**src/rtl/barrel_shifter_pipe.sv**
```systemverilog
// Pipelined barrel shifter: SRA/SRL/SLL/ROR/ROL over log2(WIDTH) registered layers
// with a valid/ready handshake and a registered zero flag.
module barrel_shifter_pipe #(
    parameter int WIDTH = 32,
    localparam int SHW = $clog2(WIDTH)
) (
    input  logic             clk,
    input  logic             rst,
    input  logic             in_valid,
    output logic             in_ready,
    input  logic [WIDTH-1:0] a,
    input  logic [SHW-1:0]   b,
    input  logic [2:0]       aluc,
    output logic             out_valid,
    input  logic             out_ready,
    output logic [WIDTH-1:0] c,
    output logic             zero
);

    logic             advance;

    logic [SHW-1:0]   valid_q, valid_d;
    logic [WIDTH-1:0] data_q  [SHW];
    logic [WIDTH-1:0] data_d  [SHW];
    logic [SHW-1:0]   b_q     [SHW];
    logic [SHW-1:0]   b_d     [SHW];
    logic [2:0]       aluc_q  [SHW];
    logic [2:0]       aluc_d  [SHW];
    logic [SHW-1:0]   sign_q, sign_d;
    logic             zero_q, zero_d;

    logic [SHW-1:0]   src_valid;
    logic [WIDTH-1:0] src_data [SHW];
    logic [SHW-1:0]   src_b    [SHW];
    logic [2:0]       src_aluc [SHW];
    logic [SHW-1:0]   src_sign;

    // One layer of the shifter; SRA fills from the sign captured at input, not the current MSB.
    function automatic logic [WIDTH-1:0] stage_op(
        input logic [WIDTH-1:0] d,
        input logic             sgn,
        input logic [2:0]       op,
        input int               sh
    );
        logic [WIDTH-1:0] fill;
        fill = sgn ? ~({WIDTH{1'b1}} >> sh) : '0;
        case (op)
            3'b000:  return (d >> sh) | fill;
            3'b001:  return d >> sh;
            3'b100:  return (d >> sh) | (d << (WIDTH - sh));
            3'b101:  return (d << sh) | (d >> (WIDTH - sh));
            default: return d << sh;
        endcase
    endfunction

    assign advance   = !(valid_q[SHW-1] && !out_ready);
    assign in_ready  = advance;
    assign out_valid = valid_q[SHW-1];
    assign c         = data_q[SHW-1];
    assign zero      = zero_q;

    always_comb begin
        src_valid[0] = in_valid;
        src_data[0]  = a;
        src_b[0]     = b;
        src_aluc[0]  = aluc;
        src_sign[0]  = a[WIDTH-1];
        for (int k = 1; k < SHW; k++) begin
            src_valid[k] = valid_q[k-1];
            src_data[k]  = data_q[k-1];
            src_b[k]     = b_q[k-1];
            src_aluc[k]  = aluc_q[k-1];
            src_sign[k]  = sign_q[k-1];
        end
    end

    // Stage k applies a shift by 2^k when bit k of the carried shift amount is set.
    always_comb begin
        valid_d = '0;
        sign_d  = '0;
        for (int k = 0; k < SHW; k++) begin
            valid_d[k] = src_valid[k];
            sign_d[k]  = src_sign[k];
            b_d[k]     = src_b[k];
            aluc_d[k]  = src_aluc[k];
            data_d[k]  = src_b[k][k] ? stage_op(src_data[k], src_sign[k], src_aluc[k], 1 << k)
                                     : src_data[k];
        end
        zero_d = (data_d[SHW-1] == '0);
    end

    always_ff @(posedge clk) begin
        if (rst) begin
            valid_q <= '0;
            sign_q  <= '0;
            zero_q  <= 1'b1;
            for (int k = 0; k < SHW; k++) begin
                data_q[k] <= '0;
                b_q[k]    <= '0;
                aluc_q[k] <= '0;
            end
        end else if (advance) begin
            valid_q <= valid_d;
            sign_q  <= sign_d;
            zero_q  <= zero_d;
            for (int k = 0; k < SHW; k++) begin
                data_q[k] <= data_d[k];
                b_q[k]    <= b_d[k];
                aluc_q[k] <= aluc_d[k];
            end
        end
    end

endmodule

```
**config.mk**
```make
export PLATFORM = sky130hd
export DESIGN_NAME = barrel_shifter_pipe
export DESIGN_NICKNAME = d
export VERILOG_FILES = /design/src/rtl/barrel_shifter_pipe.sv
export SDC_FILE = /design/constraint.sdc
export NUM_CORES = 1
export LEC_CHECK = 0
export ABC_AREA = 1
export BUFFER_PORTS_ARGS = -buffer_cell sky130_fd_sc_hd__buf_4
export CAP_MARGIN = 20
export CELL_PAD_IN_SITES_DETAIL_PLACEMENT = 1
export CELL_PAD_IN_SITES_GLOBAL_PLACEMENT = 2
export CORE_MARGIN = 4
export CORE_UTILIZATION = 40
export CTS_BUF_LIST = sky130_fd_sc_hd__clkbuf_4 sky130_fd_sc_hd__clkbuf_8
export CTS_CLUSTER_DIAMETER = 120
export CTS_CLUSTER_SIZE = 8
export DETAILED_ROUTE_END_ITERATION = 10
export PLACE_DENSITY_LB_ADDON = 0.1
export SLEW_MARGIN = 5
export SYNTH_ARGS = -nofsm -noshare
export SYNTH_HDL_FRONTEND = slang
export SYNTH_SLANG_ARGS = --single-unit
```
**constraint.sdc**
```tcl
create_clock -name clk -period 10.13 [get_ports clk]
set_clock_uncertainty 0.2 [all_clocks]
set_input_delay 1.5195 -clock clk [delete_from_list [all_inputs] [get_ports clk]]
set_output_delay 1.5195 -clock clk [all_outputs]
set_load 0.1 [all_outputs]
```
**Yosys cells after proc, flatten, opt, wreduce, memory -nomap -nowiden**

Memory sizes are Yosys's and may differ from the RTL's.
Index checks and enable logic that the tools add are counted.

- Flip-flop bits (word level): 10
- Memory bits (writable): 200
- Input port bits: 44
- Output and inout port bits: 35
- Memories kept: 3

Memories:

| name | words | bits a word | read ports | clocked after Yosys merged registers in | write ports | line | text |
|---|---|---|---|---|---|---|---|
| data_q | 5 | 32 | 5 | 0 | 5 | 23 | `logic [WIDTH-1:0] data_q [SHW];` |
| b_q | 5 | 5 | 4 | 0 | 5 | 25 | `logic [SHW-1:0] b_q [SHW];` |
| aluc_q | 5 | 3 | 4 | 0 | 5 | 27 | `logic [2:0] aluc_q [SHW];` |

- Equal/unequal tests: 15
- Muxes and demuxes: 35
- Bitwise gates (word level): 29
- Reduce and logical (&&, ||, !) cells: 10

Operators by type and width:

| cell | count |
|---|---|
| $pmux W32 S4 | 4 |
| $mux W32 | 15 |
| $pmux W32 S3 | 1 |
| $or A24 B32 Y32 | 2 |
| $or A28 B32 Y32 | 2 |
| $or A30 B32 Y32 | 2 |
| $or A31 B32 Y32 | 2 |
| $logic_not A32 Y1 | 1 |
| $or A16 B32 Y32 | 1 |
| $or A32 B1 Y32 | 1 |
| $or A32 B16 Y32 | 1 |
| $or A32 B2 Y32 | 1 |
| $or A32 B4 Y32 | 1 |
| $or A32 B8 Y32 | 1 |
| $eq A3 B3 Y1 const B | 10 |
| $mux W5 | 5 |
| $eq A3 B1 Y1 const B | 5 |
| $logic_not A3 Y1 | 5 |
| $mux W3 | 5 |
| $or A1 B1 Y1 | 15 |
| $mux W1 | 5 |
| $logic_not A1 Y1 | 2 |
| $reduce_or A2 Y1 | 1 |
| $logic_and A1 B1 Y1 | 1 |

**Longest topological paths before layout**

Gate-level depths: netlist (run 1).

- Word-level depth: 6
- Mapped depth: 12
- Gate-level depth less buffers: 11

**Least setup slack after synthesis (run 1)**

OpenSTA, ideal clock, no wires.

- Path type: input port to flip-flop
- Start point: input out_ready
- End point: memory aluc_q[0][0], enable pin
- Library setup time: 0.464 ns
- Arrival time: 4.393 ns
- Data required time: 9.466 ns
- Slack: 5.073 ns
- Cell stages on the path: 4
- Path buffers: 2
- Cell sequence: or2_1 -> buf_2 -> or2_0 -> buf_2

RTL lines:

| what | line | text |
|---|---|---|
| start, declared | 15 | `input logic out_ready,` |
| end, declared | 27 |  |

**Worst setup path after layout (run 1)**

- Start point: input out_ready
- End point: output in_ready

- Cells in the longest elaborated chain, start to end: 3

Ends and longest elaborated chain:

| what | line | text |
|---|---|---|
| $logic_not A1 Y1 | 56 | `assign advance = !(valid_q[SHW-1] && !out_ready);` |
| $logic_and A1 B1 Y1 | 56 |  |
| $logic_not A1 Y1 | 56 |  |
| end, declared | 10 | `output logic in_ready,` |

Every way passes these cells.

==> out/qor.txt, run 1 <==
======================================================================================
Clock net sink count ....................................................          192
Gate count after technology mapping .....................................        1,167
Final hold violation count ..............................................            0
Total number of yosys warnings ..........................................            0
Via count of the first global-routing pass ..............................        8,123
Commonest register cell after synthesis ................................. sky130_fd_sc_hd__edfxtp_1
Cell accounting for the most synthesized area ........................... sky130_fd_sc_hd__edfxtp_1
Clock latency on the worst-skew pair ....................................      0.47 ns
Register bit count reported by yosys ....................................          192
Average wire per cell in the routed design .............................. 17.2 microns
Area of the die ......................................................... 29,000 sq um
Sequential element share of the synthesized area ........................        53.8%
CTS tree ................................................................        built
Data arrival, critical path .............................................      2.17 ns
Maximum net fanout on the critical path .................................            4
DRC violation count after routing .......................................            0
Maximum number of pins on one net before global-route repair ............           90
Synth async-reset ratio .................................................           0%
CTS H-tree lvls .........................................................            4
Area Growth Syn to Fin ..................................................        7.36%
Utilization after layout ................................................        43.5%
Min Clock Period, post-route ............................................      3.89 ns
Netlist area before placement ........................................... 10,500 sq um
Buffer depth of the longest clock path ..................................            2
Worst-Margin Slew .......................................................      1.07 ns
Worst r2r path cells ....................................................            5
Total of endpoints with negative setup slack in the final report ........            0
Net count reported at finish ............................................        1,202
Number of max-cap violations ............................................            0
Starting Density ........................................................        40.5%
Setup TNS ...............................................................         0 ns
WP data required ........................................................      8.41 ns
Hold Path Cell Cnt ......................................................            2
Share of layout cells above drive strength 1 ............................        12.0%
Vias/cell ...............................................................         5.30
Power density over the cells ............................................  148 nW/um^2
Initial antenna violation count .........................................            0
Clock-pin slew on the worst setup and hold paths ........................      0.10 ns
Total routing resource utilization after global routing .................        18.2%
Max-slew headroom at the worst pin ......................................        28.7%
Antenna diode count .....................................................            0
Antenna Nets Post-Route .................................................            0
Outcome .................................................................    completed
Fraction of post-synthesis cell area in the top cell type by area .......        51.9%
Initial DRT Pass Iterations .............................................            4
Filler Cell Count .......................................................        3,074
1st-iter DRT viols ......................................................          570
Startpoint types ........................................................   input port
Post-CTS Setup Inserts ..................................................            0
Total of cells resized after clock tree synthesis .......................            0
RSZ-0062 raised after global routing ....................................        false
Routed wire length ...................................................... 26,000 microns
Buffer type at the clock tree root ...................................... sky130_fd_sc_hd__clkbuf_8
DPL Wire Length ......................................................... 17,900 microns
Std cell rows ...........................................................           59
Worst Hold Class ........................................................ register to register
I/O pin cnt .............................................................           79
Mean cell area of the mapped netlist ....................................   9.02 sq um
Highest-count cells in the layout ignoring fill and taps ................ 182 x sky130_fd_sc_hd__edfxtp_1, 167 x sky130_fd_sc_hd__nand2_1, 151 x sky130_fd_sc_hd__inv_1
Classification of the worst setup path .................................. input port to primary output
Post-synthesis net count ................................................        1,211
GRT Residual Overflow ...................................................            0
CTS Hold Buffers Added ..................................................            0
PortBufs ................................................................           78
Width of the die ........................................................  170 microns
Highest clock frequency the design can meet .............................    0.257 GHz
Wire length of the first global-routing pass ............................ 43,000 microns
Cell types with the largest area share after synthesis .................. sky130_fd_sc_hd__edfxtp_1 52%, sky130_fd_sc_hd__o21ai_0 6.4%, sky130_fd_sc_hd__nand2_1 6.0%, sky130_fd_sc_hd__a21oi_1 5.6%, sky130_fd_sc_hd__inv_1 5.4%
Die H ...................................................................  170 microns
Core area ............................................................... 26,000 sq um
Via Count ...............................................................        7,984
VDD IR max ..............................................................    0.0823 mV
Number of flops mapped to enable cells by yosys .........................          182
Most frequent standard cell in the layout excluding fill and tap cells .. sky130_fd_sc_hd__edfxtp_1
Number of buffers created by CTS ........................................           17
Critical path capture point type ........................................ primary output
Max-slew violation count ................................................            0
Global placement routability congestion .................................        0.793
Number of distinct standard cells referenced by the synthesized netlist .           34
Reported leakage power ..................................................      4.73 nW
Final period util .......................................................        38.4%
======================================================================================
cell type report:
class | count | area (sq um) | area share (%)
Clock inverter | 14 | 129 | 1.14
Tap cell | 335 | 419 | 3.71
Multi-Input combinational cell | 699 | 3560 | 31.5
Timing Repair Buffer | 88 | 681 | 6.02
Inverter | 160 | 606 | 5.36
Clock buffer | 18 | 241 | 2.14
Sequential cell | 192 | 5670 | 50.1
report_power, final:
part	leakage, nW	internal, mW	total (mW)	switching, mW
logic	2.27	0.0709	0.229	0.158
registers	2.26	0.915	0.952	0.0365
clock network	0.190	0.202	0.492	0.290
total	4.73	1.19	1.67	0.485
critical path: stages:
cell and delay (ns):
sky130_fd_sc_hd__buf_4 0.10, sky130_fd_sc_hd__or2_1 0.29, sky130_fd_sc_hd__buf_4 0.26
flip-flops by register name, indices dropped and copies added (netlist names):
register  cells
data_q      160
aluc_q       12
b_q          10
valid_q       5
sign_q        4
zero          1
final timing paths:
path	start	endpoint	slack, ns
max	out_ready	in_ready	6.24
min reg2reg	valid_q[3]$_SDFFE_PP0N_	valid_q[4]$_SDFFE_PP0N_	0.28
min	valid_q[3]$_SDFFE_PP0N_	valid_q[4]$_SDFFE_PP0N_	0.28
max reg2reg	aluc_q[0][1]$_SDFFCE_PN0P_	data_q[0][58]$_SDFFCE_PN0P_	6.95
synthesized netlist by cell type, types with 6 or more instances:
master and instances:
sky130_fd_sc_hd__edfxtp_1 182, sky130_fd_sc_hd__nand2_1 167, sky130_fd_sc_hd__inv_1 151, sky130_fd_sc_hd__o21ai_0 134
sky130_fd_sc_hd__a21oi_1 118, sky130_fd_sc_hd__nor2_1 64, sky130_fd_sc_hd__a32oi_1 52, sky130_fd_sc_hd__nand3_1 50
sky130_fd_sc_hd__buf_4 39, sky130_fd_sc_hd__clkbuf_1 37, sky130_fd_sc_hd__nor3_1 27, sky130_fd_sc_hd__buf_2 25
sky130_fd_sc_hd__o21ai_1 22, sky130_fd_sc_hd__o211ai_1 17, sky130_fd_sc_hd__o22ai_1 13, sky130_fd_sc_hd__buf_6 11
sky130_fd_sc_hd__dfxtp_1 10, sky130_fd_sc_hd__a31oi_1 9, sky130_fd_sc_hd__a22oi_1 8, sky130_fd_sc_hd__nand2_2 7
sky130_fd_sc_hd__inv_2 6
layer usage:
layer / vias up / global-route usage [%] / wire (microns)
met5: - / 0 / 0
met4: 0 / 5.66 / 544
met3: 32 / 2.14 / 620
met2: 128 / 33.4 / 13300
met1: 3798 / 22.4 / 11500
li1: 4026 / - / -
per-stage QoR:
stage / cells / power, mW / cell area [sq um] / setup slack [ns] / hold WS [ns]
global route: 1506 / 1.75 / 11300 / 6.22 / 0.303
global placement: 1473 / 1.20 / 10900 / 6.24 / 0.259
detailed placement: 1473 / 1.20 / 10900 / 6.23 / 0.260
CTS: 1505 / 1.69 / 11300 / 6.23 / 0.274
floorplan: 1167 / 1.13 / 10500 / 5.07 / 0.230
finish: 1506 / 1.67 / 11300 / 6.24 / 0.275
kinds of logic (layout without fill, tap and decap cells):
group                  after synthesis  after routing  synth area share (%)
DFF                                192            192                  53.8
and+or+nand+nor                    323            323                  13.1
AOI/OAI and AO/OA                  376            376                  20.7
buffers and inverters              276            280                  12.4
No activity file was read; power rests on OpenSTA's default activity.
==> run 2, diff against run 1 <==
CORE_UTILIZATION = 35   (was 40)
clock period = 3.5 ns   (was 10.13 ns; I/O delays follow)
==> run 2 against run 1 <==
Utilization fell by 4.5 points. Design area is 2.2% higher. First-iteration DRC count decreased by 7.5%. Global-route usage down 1.4 points. Wire length rose by 5.3%. Power increased to 3.0 times the previous value. Highest routed layer unchanged.
==> out/qor.txt, run 2 (same netlist as run 1, synthesis figures left out) <==
=====================================================================================
Outcome ................................................................    completed   unchanged
Filler Cell Count ......................................................        3,487   was 3,074
Via Count ..............................................................        8,040   was 7,984
Vias/cell ..............................................................         5.11   was 5.30
Reported leakage power .................................................      4.82 nW   was 4.73 nW
Worst-Margin Slew ......................................................     0.743 ns   was 1.07 ns
Final period util ......................................................        69.6%
CTS tree ...............................................................        built   unchanged
Wire length of the first global-routing pass ........................... 45,300 microns   was 43,000 microns
VDD IR max .............................................................     0.234 mV   was 0.0823 mV
Classification of the worst setup path ................................. register to register   was input port to primary output
Area of the die ........................................................ 32,900 sq um   was 29,000 sq um
Average wire per cell in the routed design ............................. 17.4 microns   was 17.2 microns
Clock-pin slew on the worst setup and hold paths .......................      0.09 ns   was 0.10 ns
Clock power frac .......................................................        31.9%   was 29.4%
Highest clock frequency the design can meet ............................    0.410 GHz
Initial DRT Pass Iterations ............................................            5   was 4
Final Instance Count excl. Fillers .....................................        1,572   was 1,506
Switching power as a share of total power ..............................        28.2%   was 29.0%
Number of max-cap violations ...........................................            0   unchanged
Net count reported at finish ...........................................        1,213   was 1,202
Buffer type at the clock tree root ..................................... sky130_fd_sc_hd__clkbuf_8   unchanged
Final Instance Area .................................................... 11,600 sq um   was 11,300 sq um
Routed wire length ..................................................... 27,300 microns   was 26,000 microns
Via count of the first global-routing pass .............................        8,341   was 8,123
PortBufs ...............................................................           78   unchanged
Area Growth Syn to Fin .................................................        9.77%   was 7.36%
Clock latency on the worst-skew pair ...................................      0.47 ns   about the same
CTS H-tree lvls ........................................................            4   unchanged
Total routing resource utilization after global routing ................        16.8%   was 18.2%
Initial antenna violation count ........................................            0   unchanged
DPL Wire Length ........................................................ 19,700 microns   was 17,900 microns
Comb power frac ........................................................        13.5%   was 13.7%
Seq pwr share ..........................................................        54.6%   was 56.9%
Max-slew headroom at the worst pin .....................................        50.3%   was 28.7%
Number of buffers created by CTS .......................................           17   unchanged
Width of the die .......................................................  181 microns   was 170 microns
Min Clock Period, post-route ...........................................      2.44 ns
Maximum net fanout on the critical path ................................           28   was 4
Net switching component of the power ...................................      1.42 mW   was 0.485 mW
Worst Hold Class ....................................................... input port to register   was register to register
Power density over the cells ...........................................  436 nW/um^2   was 148 nW/um^2
DRC violation count after routing ......................................            0   unchanged
Reg with most FFs ......................................................       data_q   unchanged
Starting Density .......................................................        35.5%   was 40.5%
Total of cells resized after clock tree synthesis ......................            0   unchanged
Maximum number of pins on one net before global-route repair ...........           86   was 90
Antenna diode count ....................................................            0   unchanged
Highest-count cells in the layout ignoring fill and taps ............... 182 x sky130_fd_sc_hd__edfxtp_1, 167 x sky130_fd_sc_hd__nand2_1, 151 x sky130_fd_sc_hd__inv_1   unchanged
Std cell rows ..........................................................           63   was 59
Post-CTS Setup Inserts .................................................            0   unchanged
Startpoint types .......................................................     register   was input port
Max reg flops ..........................................................          160   unchanged
Cell Area, Placed ...................................................... 11,100 sq um   was 10,900 sq um
Total of endpoints with negative setup slack in the final report .......            0   unchanged
Final hold violation count .............................................            0   unchanged
1st-iter DRT viols .....................................................          527   was 570
Total area of multi-input combinational cells ..........................   3560 sq um   unchanged
WP data required .......................................................      3.59 ns   was 8.41 ns
Area used by sequential logic in the layout ............................   5670 sq um   unchanged
I/O pin cnt ............................................................           79   unchanged
Cell-internal power ....................................................      3.62 mW   was 1.19 mW
Buffer depth of the longest clock path .................................            2   unchanged
Total chip power .......................................................      5.04 mW   was 1.67 mW
GRT Residual Overflow ..................................................            0   unchanged
Data arrival, critical path ............................................      2.53 ns   was 2.17 ns
RSZ-0062 raised after global routing ...................................        false   unchanged
Antenna Nets Post-Route ................................................            0   unchanged
Clock net sink count ...................................................          192   unchanged
CTS Hold Buffers Added .................................................            0   unchanged
Die H ..................................................................  181 microns   was 170 microns
Core area .............................................................. 29,600 sq um   was 26,000 sq um
Global placement routability congestion ................................        0.803   was 0.793
Most frequent standard cell in the layout excluding fill and tap cells . sky130_fd_sc_hd__edfxtp_1   unchanged
Critical path capture point type .......................................     register   was primary output
Share of layout cells above drive strength 1 ...........................        12.8%   was 12.0%
Cell Count Post-Placement ..............................................        1,539   was 1,473
Max-slew violation count ...............................................            0   unchanged
Setup TNS ..............................................................         0 ns   unchanged
Biggest registers after layout ......................................... data_q: 160 flops, aluc_q: 12 flops, b_q: 10 flops   unchanged
=====================================================================================
==> run 2: cell count changes in the layout (fill, tap and decap cells not counted) <==
cell | previous run | this run
sky130_fd_sc_hd__buf_4 | 87 | 95
sky130_fd_sc_hd__clkinv_2 | 4 | 0
sky130_fd_sc_hd__bufinv_16 | 1 | 3
sky130_fd_sc_hd__clkinv_4 | 0 | 3
sky130_fd_sc_hd__inv_8 | 1 | 4
sky130_fd_sc_hd__clkinv_1 | 1 | 2
sky130_fd_sc_hd__inv_6 | 6 | 0
sky130_fd_sc_hd__buf_12 | 0 | 3
sky130_fd_sc_hd__clkbuf_8 | 17 | 18
==> run 2: worst paths after layout <==
kind / cells past startpoint / slack, ns / start / to
setup reg to reg: 5 / 1.06 / aluc_q[0][4]$_SDFFCE_PN0P_ / data_q[0][78]$_SDFFCE_PN0P_
hold reg to reg: 2 / 0.27 / valid_q[3]$_SDFFE_PP0N_ / valid_q[4]$_SDFFE_PP0N_
hold / removal: 2 / 0.03 / rst / valid_q[4]$_SDFFE_PP0N_
setup / recovery: 5 / 1.06 / aluc_q[0][4]$_SDFFCE_PN0P_ / data_q[0][78]$_SDFFCE_PN0P_
==> run 2: cell type report <==
class	instances	share of cell area, %
Sequential cell	192	49.0
Multi-Input combinational cell	699	30.8
Inverter	160	5.24
Clock buffer	19	2.21
Tap cell	390	4.22
Timing Repair Buffer	99	6.93
Clock inverter	13	1.56
==> run 2: through the flow <==
stage	setup slack [ns]	util, %	hold slack [ns]
3_3_place_gp	0.974	37.4	0.255
3_5_place_dp	0.947	37.4	0.257
5_1_grt	0.866	39.0	0.00933
4_1_cts	0.920	38.9	0.00430
6_report	1.06	39.0	0.0342
2_1_floorplan	0.140	-	0.230
==> run 2: power groups by stage <==
stage               combinational [mW]  sequential [mW]  clock [mW]
finish                           0.679             2.75        1.61
global route                     0.762             2.77        1.76
CTS                              0.684             2.76        1.67
detailed placement               0.682             2.81           0
global placement                 0.678             2.81           0
floorplan                        0.514             2.77           0
==> run 2: worst max-delay path, stage by stage, from the launching register on <==
cell and delay (ns):
sky130_fd_sc_hd__edfxtp_1 0.44, sky130_fd_sc_hd__inv_2 0.40, sky130_fd_sc_hd__nand3_1 0.34, sky130_fd_sc_hd__nand2_2 0.52
sky130_fd_sc_hd__a32oi_1 0.12, sky130_fd_sc_hd__a21oi_1 0.23
==> run 2: per-layer routing <==
layer / global-route usage, % / share of wire [%] / vias to the layer above
met5: 0 / 0 / -
met4: 5.61 / 2.2 / 0
met3: 2.10 / 2.4 / 31
met2: 29.9 / 51 / 113
met1: 21.2 / 44 / 3847
li1: - / - / 4049
